===== config.mk =====
export PLATFORM = sky130hd
export DESIGN_NAME = tc_timer
export DESIGN_NICKNAME = d
export VERILOG_FILES = /design/src/rtl/tc_timer_pkg.sv /design/src/rtl/tc_timer_prescaler.sv /design/src/rtl/tc_timer.sv
export SDC_FILE = /design/constraint.sdc
export NUM_CORES = 1
export LEC_CHECK = 0
export BUFFER_PORTS_ARGS = -buffer_cell sky130_fd_sc_hd__buf_2
export CAP_MARGIN = 25
export CORE_MARGIN = 2
export CORE_UTILIZATION = 45
export CTS_BUF_LIST = sky130_fd_sc_hd__clkbuf_2
export DETAILED_ROUTE_END_ITERATION = 8
export GPL_TIMING_DRIVEN = 0
export MAX_ROUTING_LAYER = met4
export PLACE_DENSITY = 0.71
export SETUP_SLACK_MARGIN = 0.15
export SLEW_MARGIN = 20
export SYNTH_ARGS = -nofsm -noshare
export SYNTH_HDL_FRONTEND = slang
export SYNTH_SLANG_ARGS = --single-unit
export TNS_END_PERCENT = 30

===== constraint.sdc =====
create_clock -name clk -period 7.1 [get_ports clk]
set_input_delay 1.775 -clock clk [delete_from_list [all_inputs] [get_ports clk]]
set_output_delay 1.775 -clock clk [all_outputs]
set_load 0.005 [all_outputs]

===== src/rtl/tc_timer_pkg.sv =====
// Shared types and constants for the tc_timer countdown timer: FSM state codes,
// register word offsets and CTRL bit positions.
package tc_timer_pkg;

    typedef enum logic [1:0] {
        TC_IDLE = 2'd0,
        TC_LOAD = 2'd1,
        TC_CNT  = 2'd2,
        TC_INT  = 2'd3
    } tc_state_t;

    // Word offsets (PrAddr[3:2]); offset 3 is reserved.
    localparam logic [1:0] TC_CTRL   = 2'd0;
    localparam logic [1:0] TC_PRESET = 2'd1;
    localparam logic [1:0] TC_COUNT  = 2'd2;

    // CTRL bit positions; MODE occupies two bits starting at TC_MODE.
    localparam int TC_EN   = 0;
    localparam int TC_MODE = 1;
    localparam int TC_IM   = 3;

    // Only mode 1 reloads; modes 0, 2 and 3 all behave as one-shot.
    localparam logic [1:0] TC_MODE_RELOAD = 2'd1;

    // Field order matches the CTRL bit layout so the struct reads back directly.
    typedef struct packed {
        logic       im;
        logic [1:0] mode;
        logic       en;
    } tc_ctrl_t;

    function automatic logic [31:0] ctrl_word(input tc_ctrl_t c);
        return {28'd0, c};
    endfunction

endpackage


===== src/rtl/tc_timer_prescaler.sv =====
// Cycle prescaler for tc_timer: counts 0..PRESCALE-1 while run is high and
// flags the last cycle of each period with tick.
module tc_prescaler
    import tc_timer_pkg::*;
#(
    parameter int PRESCALE = 4
) (
    input  logic clk,
    input  logic reset,
    input  logic clr,
    input  logic run,
    output logic tick
);

    localparam int             W    = (PRESCALE > 1) ? $clog2(PRESCALE) : 1;
    localparam logic [W-1:0]   LAST = W'(PRESCALE - 1);

    logic [W-1:0] cnt;

    assign tick = run && (cnt == LAST);

    always_ff @(posedge clk or posedge reset) begin
        if (reset) begin
            cnt <= '0;
        end else if (clr) begin
            cnt <= '0;
        end else if (run) begin
            cnt <= tick ? '0 : cnt + 1'b1;
        end
    end

endmodule


===== src/rtl/tc_timer.sv =====
// Memory-mapped countdown timer (CTRL/PRESET/COUNT) with interrupt output.
// Define TC_TIMER_PRESCALE_EN to slow COUNT down by PRESCALE cycles per step.
module tc_timer
    import tc_timer_pkg::*;
#(
    parameter int PRESCALE = 4
) (
    input  logic        clk,
    input  logic        reset,
    input  logic        sel,
    input  logic [1:0]  addr,
    input  logic        we,
    input  logic [31:0] wdata,
    output logic [31:0] rdata,
    output logic        irq
);

    if (PRESCALE < 2) begin : g_bad_prescale
        $error("tc_timer: PRESCALE must be at least 2");
    end

    tc_state_t   state;
    tc_ctrl_t    ctrl;
    logic [31:0] preset;
    logic [31:0] count;
    logic        irq_flag;
    logic        tick;

    logic ctrl_wr;
    logic preset_wr;
    logic mode_reload;

    assign ctrl_wr     = sel && we && (addr == TC_CTRL);
    assign preset_wr   = sel && we && (addr == TC_PRESET);
    assign mode_reload = (ctrl.mode == TC_MODE_RELOAD);

`ifdef TC_TIMER_PRESCALE_EN
    logic psc_clr;
    logic psc_run;

    assign psc_clr = (state == TC_LOAD) || (state == TC_IDLE);
    assign psc_run = (state == TC_CNT);

    tc_prescaler #(
        .PRESCALE (PRESCALE)
    ) u_prescaler (
        .clk   (clk),
        .reset (reset),
        .clr   (psc_clr),
        .run   (psc_run),
        .tick  (tick)
    );
`else
    assign tick = 1'b1;
`endif

    // NOTE: state registers use non-blocking assignments so every register
    // samples the pre-edge values, independent of statement order.
    always_ff @(posedge clk or posedge reset) begin
        if (reset) begin
            state    <= TC_IDLE;
            ctrl     <= '0;
            preset   <= '0;
            count    <= '0;
            irq_flag <= 1'b0;
        end else begin
            if (preset_wr) begin
                preset <= wdata;
            end

            case (state)
                TC_IDLE: begin
                    if (ctrl.en) begin
                        state <= TC_LOAD;
                    end
                end
                TC_LOAD: begin
                    count <= preset;
                    state <= TC_CNT;
                end
                TC_CNT: begin
                    if (!ctrl.en) begin
                        state <= TC_IDLE;
                    end else if (count == 32'd0) begin
                        state    <= TC_INT;
                        irq_flag <= 1'b1;
                    end else if (tick) begin
                        count <= count - 32'd1;
                    end
                end
                TC_INT: begin
                    if (mode_reload) begin
                        irq_flag <= 1'b0;
                        state    <= TC_LOAD;
                    end else begin
                        ctrl.en <= 1'b0;
                        state   <= TC_IDLE;
                    end
                end
                default: state <= TC_IDLE;
            endcase

            // Placed last so a bus CTRL write overrides the FSM's EN clear and
            // flag update on the same edge.
            if (ctrl_wr) begin
                ctrl.en   <= wdata[TC_EN];
                ctrl.mode <= wdata[TC_MODE +: 2];
                ctrl.im   <= wdata[TC_IM];
                irq_flag  <= 1'b0;
            end
        end
    end

    assign irq = ctrl.im && irq_flag;

    // NOTE: rdata gets a default before the case so every path assigns it and
    // no latch is inferred.
    always_comb begin
        rdata = 32'd0;
        case (addr)
            TC_CTRL:   rdata = ctrl_word(ctrl);
            TC_PRESET: rdata = preset;
            TC_COUNT:  rdata = count;
            default:   rdata = 32'd0;
        endcase
    end

endmodule


* Word level (Yosys, flattened, before mapping) *
Cells that the tools add are included.

word-level totals
  input bits = 38
  output and inout port bits = 33
  word-level logic and storage cells = 53
  register bits after elaboration = 71

operators by class
  add/subtract/negate cells = 1
  mux-type cells = 17
  reductions and logical operators = 14
  equality and inequality tests = 14

operators with widths
  operator                 count
  $pmux W32 S3             1
  $mux W32                 2
  $pmux W32 S2             1
  $logic_not A32 Y1        1
  $sub A32 B1 Y32 const B  1
  $ne A3 B3 Y1 const B     4
  $mux W1                  8
  $ne A2 B2 Y1 const B     4
  $pmux W2 S4              1
  $eq A2 B1 Y1 const B     3
  $eq A2 B2 Y1 const B     3
  $mux W2                  3
  $logic_and A1 B1 Y1      4
  $logic_not A2 Y1         2
  $reduce_and A2 Y1        2
  $reduce_and A4 Y1        1
  $reduce_bool A2 Y1       2
  $reduce_and A3 Y1        1
  $reduce_bool A3 Y1       1
  $pmux W1 S2              1

* Longest topological paths before layout *
Gate-level depths: netlist of the first run.

  depth in word-level cells = 5
  depth in mapped cells = 8
  mapped depth without buffers = 7

* Least setup slack after synthesis of the first run *
No wires, ideal clock.

  kind = input port to output port
  from = input addr[1]
  to = output rdata[10]
  required time = 5325 ps
  cell stages on the path = 5
  arrival time = 2943 ps
  slack = 2382 ps
  path buffers = 3
  cell sequence = clkbuf_1 nor2b_1 clkbuf_1 buf_1 a22o_1

on the way
  longest elaborated chain between the ends = 2
  elaborated cells between the ends (all ways) = 4
  those cells by class = 2 x eq/ne; 1 x mux; 1 x reduce/logical

ends and longest elaborated chain
  element                                     line             RTL
  start: declaration                          tc_timer.sv:11   input logic [1:0] addr,
  $eq A2 B2 Y1, or another cell as far along  tc_timer.sv:120  case (addr)
  $pmux W32 S3 (*)                            tc_timer.sv:120
  end: declaration                            tc_timer.sv:14   output logic [31:0] rdata,

Every way passes the cells marked *; elsewhere a longest branch is shown, timed or not.

* Worst setup path after layout of the first run *
  from = input addr[1]
  to = output rdata[19]

The elaborated chain is that of the path after synthesis.

==> results.yml, run 1 <==
synth:
  synth_most_common_cell: "dfrtp_1"
  synth_commonest_cells: "dfrtp_1 (71), a22o_1 (40), mux2_2 (35)"
  ys_seq_area_frac: 0.431
  synthArstFlopShare: 1.00
  synth_top_area_frac: 0.431
  synthesis.nets: 455
  yosysTopAreaCell: "dfrtp_1"
  synth-seq-cells: 71
  synth_cells: 416
  yosys_most_used_dff: "dfrtp_1"
  ys_types: 48
  syn_area_mm2: 0.00412
  synth_edf_count: 0
  synth_area_leaders: "dfrtp_1 (43%), mux2_2 (9.6%), a22o_1 (8.5%)"
  yosysWarnings: 0
  syn_avg_cell_area_um2: 9.91
pwr:
  internal_power_w: 0.00101
  p_leak_nw: 2.04
  power.switching_w: 0.000779
  irDropWorstVdd_v: 0.000153
  p_sw_frac: 0.435
  pwr-share-comb: 0.449
  power_frac_clock: 0.153
  seqPwrFrac: 0.399
  power_density_mw_per_mm2: 376
outcome:
  status: "finished, final reports clean"
layout:
  diodes: 0
  instances_no_fill: 610
  area_delta_synth_final_pct: 15.7
  drive_gt1_frac: 0.265
  fillCellCount: 838
  layout.nets: 536
clock_network:
  cts.path.max_buffers: 2
  post_cts_resized: 0
  ctsHoldBuffers: 0
  postCtsSetupBuffers: 0
  htreeDepth: 3
  cts_tree: "yes"
  clk_latency_ns: 0.55
  numCtsBuffers: 9
  clock-root-buffer: "clkbuf_2"
  cts.sinks: 71
  clk_pin_slew_ns: 0.21
timing:
  setup_tns_ns: 0
  max_freq_mhz: 175
  relSlewSlack: 0.386
  fin_crit_sh: 0.803
  hold_viol_final: 0
  final-setup-viol-count: 0
  worst_slew_pin_slew_ns: 0.913
  rsz0062_at_grt: "false"
  slew_viol_final: 0
  min_period_ns: 5.70
  fin_ws_ns: 1.40
  skew_ns: 0.0270
global_route:
  antenna_found_initial: 0
  grt_pass1_wl_mm: 20.2
  track_usage: 0.273
  grt_overflow: 0
  grt_max_degree: 45
  grt_pass1_vias: 3781
floorplan:
  io_pins: 71
  core_area_mm2: 0.00881
  die_w_um: 99.7
  rows: 34
  die_area_mm2: 0.00994
  fp.dieH_um: 99.7
  initial_core_util: 0.468
detailed_routing:
  viasPerCell: 6.49
  firstDrtPassIters: 5
  antenna_violating_nets_post_route: 0
  num_vias: 3960
  wl_mm: 12.8
  dr.first_iter.drc_count: 373
  drc: 0
  routedWlPerCell_um: 21.0
placement:
  dp_hpwl_mm: 8.80
  pre_cts_ws_ns: 1.54
  gp_congestion: 0.934
  port_buffers: 69
  placed_cells: 594
worst_setup_path:
  critPathCaptureType: "primary output"
  cp-start-kind: "primary input"
  reg2reg_slack_ns: 3.92
  crit_path_max_fanout: 10
  critPathKind: "in2out"
  crit_arrival_ns: 3.93
  required_ns: 5.33
flow_run:
  cap_violations: 0
hold_path:
  hp-class: "reg2reg"
## power by group through the flow
stage	logic [W]	registers, W	clock network (W)
5_1_grt	0.000872	0.000734	0.000292
6_report	0.000803	0.000714	0.000273
2_1_floorplan	0.000581	0.000661	0
3_3_place_gp	0.000766	0.000709	0
3_5_place_dp	0.000785	0.000716	0
4_1_cts	0.000789	0.000707	0.000276
## final cells by class
| type | instances | area, um^2 | share of cell area |
|---|---|---|---|
| clock inverters | 6 | 85.1 | 0.0178 |
| repair buffers | 70 | 373 | 0.0782 |
| clock buffers | 10 | 50.0 | 0.0105 |
| inverters | 9 | 36.3 | 0.00761 |
| flip-flops and latches | 71 | 1780 | 0.373 |
| plain buffers | 36 | 163 | 0.0341 |
| well taps | 108 | 135 | 0.0283 |
| multi-input cells | 300 | 2150 | 0.451 |
## cells in the final DEF, fill, tap and decap left out, types with 2 or more instances in the layout
cell type,netlist,routed
mux2i_1,5,5
nor2b_1,6,6
nor2_1,24,24
bufinv_16,0,2
and2_1,4,4
buf_2,4,73
nand2_1,25,25
a32oi_1,2,2
nand2b_1,2,2
buf_1,4,4
clkbuf_2,0,10
o22a_1,7,7
o21ai_1,3,3
nor4_1,8,8
dfrtp_1,71,71
o31ai_1,5,5
mux2_2,35,35
o22ai_1,18,18
buf_6,3,3
or4_1,10,10
a2bb2oi_1,3,3
nor3_1,21,21
o21ai_0,14,14
a22oi_1,8,8
o2bb2ai_1,8,8
a22o_1,40,40
or3_1,5,5
clkbuf_1,25,25
o41ai_1,2,2
inv_1,9,8
a31oi_1,7,7
a41oi_1,5,5
a21oi_1,12,12
nand3_1,5,5
## registers in the layout (all words and copies together), names as in the netlist
register / cells
ctrl: 4
count: 32
irq_flag: 1
state: 2
preset: 32
## routing by layer
metal  part of all wire  track usage
met5                  0            -
met4              0.027        0.103
met2               0.46        0.412
met3              0.088       0.0457
met1               0.43        0.371
## path summary, 6_finish.rpt
kind / startpoint / endpoint / cells after the start
hold reg to reg: preset[5] / preset[5] / 1
hold / removal: preset[5] / preset[5] / 1
max in group asynchronous: reset / preset[21] / 3
min in group asynchronous: reset / ctrl[0] / 2
setup reg to reg: count[14] / count[14] / 8
setup / recovery: addr[1] / rdata[19] / 6
## through the flow
step	instance area (um^2)	power (W)	hold slack, ns	utilization
after global routing	4770	0.00190	0.587	0.541
after detailed placement	4630	0.00150	0.526	0.526
after global placement	4600	0.00148	0.514	0.523
after floorplan	4120	0.00124	0.489	-
after CTS	4770	0.00177	0.570	0.541
final	4770	0.00179	0.567	0.541
## critical path: stages
cell and delay [ns]:
clkbuf_1 0.29, nor2b_1 0.18, clkbuf_1 0.61, buf_1 0.67, a22o_1 0.28, buf_2 0.13
## cells by family (layout without fill, tap and decap cells)
| family | after synthesis | in the layout | share of synthesized area |
|---|---|---|---|
| compound gates | 141 | 141 | 0.261 |
| mux | 40 | 40 | 0.108 |
| simple gates | 117 | 117 | 0.147 |
| flops | 71 | 71 | 0.431 |
| fa+ha+maj | 2 | 2 | 0.00546 |
| buf+inv | 45 | 131 | 0.0477 |
Power figures use the tool's default switching activity.
==> inputs of run 2 (changes only) <==
--- a/config.mk
+++ b/config.mk
@@ -13,7 +13,7 @@
 export DETAILED_ROUTE_END_ITERATION = 8
 export GPL_TIMING_DRIVEN = 0
 export MAX_ROUTING_LAYER = met4
-export PLACE_DENSITY = 0.71
+export PLACE_DENSITY = 0.74
 export SETUP_SLACK_MARGIN = 0.15
 export SLEW_MARGIN = 20
 export SYNTH_ARGS = -nofsm -noshare
==> constraint.sdc (replaced) <==
create_clock -name clk -period 5 [get_ports clk]
set_input_delay 1.25 -clock clk [delete_from_list [all_inputs] [get_ports clk]]
set_output_delay 1.25 -clock clk [all_outputs]
set_load 0.005 [all_outputs]
==> run 2 against run 1 <==
  * Combinational power is 42% higher
  * Worst setup slack worse by 0.93 ns
  * Die area stayed put
  * Clock power is 24% higher
  * Core utilization is 0.40 points lower
  * Critical path type unchanged
==> results.yml, run 2 (synthesis gave the netlist of run 1 again) <==
outcome:
  status: "finished, final reports clean"
timing:
  slew_viol_final: 0
  relSlewSlack: 0.407
  max_freq_mhz: 221
  fin_crit_sh: 0.907
  rsz0062_at_grt: "false"
  skew_ns: 0.0194
  setup_tns_ns: 0
  min_period_ns: 4.53
  hold_viol_final: 0
  worst_slew_pin_slew_ns: 0.882
  final-setup-viol-count: 0
floorplan:
  core_area_mm2: 0.00881
  die_area_mm2: 0.00994
  rows: 34
  io_pins: 71
  die_w_um: 99.7
  fp.dieH_um: 99.7
  initial_core_util: 0.468
layout:
  drive_gt1_frac: 0.265
  layout.nets: 536
  area_delta_synth_final_pct: 14.8
  reg_top3: "count: 32 flops, preset: 32 flops, ctrl: 4 flops"
  layout_commonest_cell: "buf_2"
  final_cell_mix: "buf_2 (73), dfrtp_1 (71), a22o_1 (40)"
  final_cell_area_mm2: 0.00473
  diodes: 0
detailed_routing:
  firstDrtPassIters: 5
  drc: 0
  routedWlPerCell_um: 21.1
  wl_mm: 12.8
  num_vias: 3973
  dr.first_iter.drc_count: 423
  viasPerCell: 6.52
  antenna_violating_nets_post_route: 0
clock_network:
  numCtsBuffers: 9
  clock-root-buffer: "clkbuf_2"
  cts.sinks: 71
  htreeDepth: 3
  clk_latency_ns: 0.56
  postCtsSetupBuffers: 0
  cts_tree: "yes"
  cts.path.max_buffers: 2
  clk_pin_slew_ns: 0.20
  post_cts_resized: 0
  ctsHoldBuffers: 0
placement:
  gp_congestion: 0.923
  dpl-instance-area_mm2: 0.00462
  dp_hpwl_mm: 8.91
  port_buffers: 69
pwr:
  power_density_mw_per_mm2: 526
  irDropWorstVdd_v: 0.000233
  power.switching_w: 0.00111
  p_sw_frac: 0.446
  power_frac_clock: 0.136
  seqPwrFrac: 0.407
  pwr-share-comb: 0.457
  internal_power_w: 0.00138
  p_leak_nw: 2.01
worst_setup_path:
  critPathKind: "in2out"
  reg2regPathDepth: 8
  regToRegEndpoint: "count[14]"
  critPathCaptureType: "primary output"
  reg2reg_slack_ns: 1.77
  crit_arrival_ns: 3.28
  crit_path_max_fanout: 10
  reg2reg_from: "count[14]"
  cp-start-kind: "primary input"
  required_ns: 3.75
global_route:
  top_usage_layer: "met2"
  grt_use_met2: 0.408
  grt_max_degree: 44
  grt_overflow: 0
  grt_pass1_vias: 3798
  use_met1: 0.369
  met3_usage: 0.0450
  grt_pass1_wl_mm: 20.4
  antenna_found_initial: 0
  track_usage: 0.273
hold_path:
  hold_path_depth: 1
  hold_start: "count[30]"
  hp-class: "reg2reg"
  min_to: "count[30]"
flow_run:
  cap_violations: 0
run 2: changes by cell type in the layout (fill, tap and decap cells not counted), sizes merged:
cell | previous run | this run
clkinv | 3 | 2
clkbuf | 35 | 34
bufinv | 2 | 1
clkinvlp | 1 | 3
run 2: cell type report:
cell class,count,area [um^2]
fillers,829,4070
multi-input cells,300,2150
flip-flops and latches,71,1780
repair buffers,70,365
plain buffers,36,163
well taps,108,135
clock inverters,6,62.6
clock buffers,9,45.0
inverters,9,36.3
run 2: power by group through the flow:
stage,clock (W),combinational (W),sequential (W)
after floorplan,0,0.000826,0.000939
after global placement,0,0.00108,0.00101
after detailed placement,0,0.00111,0.00102
after CTS,0.000339,0.00112,0.00100
after global routing,0.000363,0.00124,0.00104
final,0.000338,0.00114,0.00101
run 2: worst max-delay path, stage by stage:
cell      delay, ns
clkbuf_1       0.29
nor2b_1        0.19
clkbuf_1       0.58
clkbuf_1       0.60
a22o_1         0.24
buf_2          0.12
run 2: layer usage:
metal | up-vias | wire, um | share of wire
li1 | 1782 | - | -
met4 | 0 | 395 | 0.031
met5 | - | 0 | 0
met2 | 234 | 5850 | 0.46
met1 | 1920 | 5510 | 0.43
met3 | 37 | 1090 | 0.085
run 2: worst max-delay path by stage:
| stage | cells after the start | end | slack (ns) | from |
|---|---|---|---|---|
| global route | 6 | rdata[13] | 0.35 | addr[1] |
| finish | 6 | rdata[13] | 0.47 | addr[1] |
| global placement | 6 | rdata[13] | 0.50 | addr[1] |
| detailed placement | 6 | rdata[12] | 0.56 | addr[1] |
| floorplan | 5 | rdata[10] | 1.33 | addr[1] |
| CTS | 6 | rdata[13] | 0.55 | addr[1] |
run 2: through the flow:
stage	std cells	hold slack [ns]	utilization	setup WS, ns	power, W
final	609	0.567	0.537	0.465	0.00249
after global routing	609	0.588	0.537	0.353	0.00264
after global placement	593	0.515	0.523	0.505	0.00209
after detailed placement	594	0.527	0.525	0.556	0.00213
after floorplan	416	0.489	-	1.33	0.00176
after CTS	609	0.569	0.537	0.547	0.00246
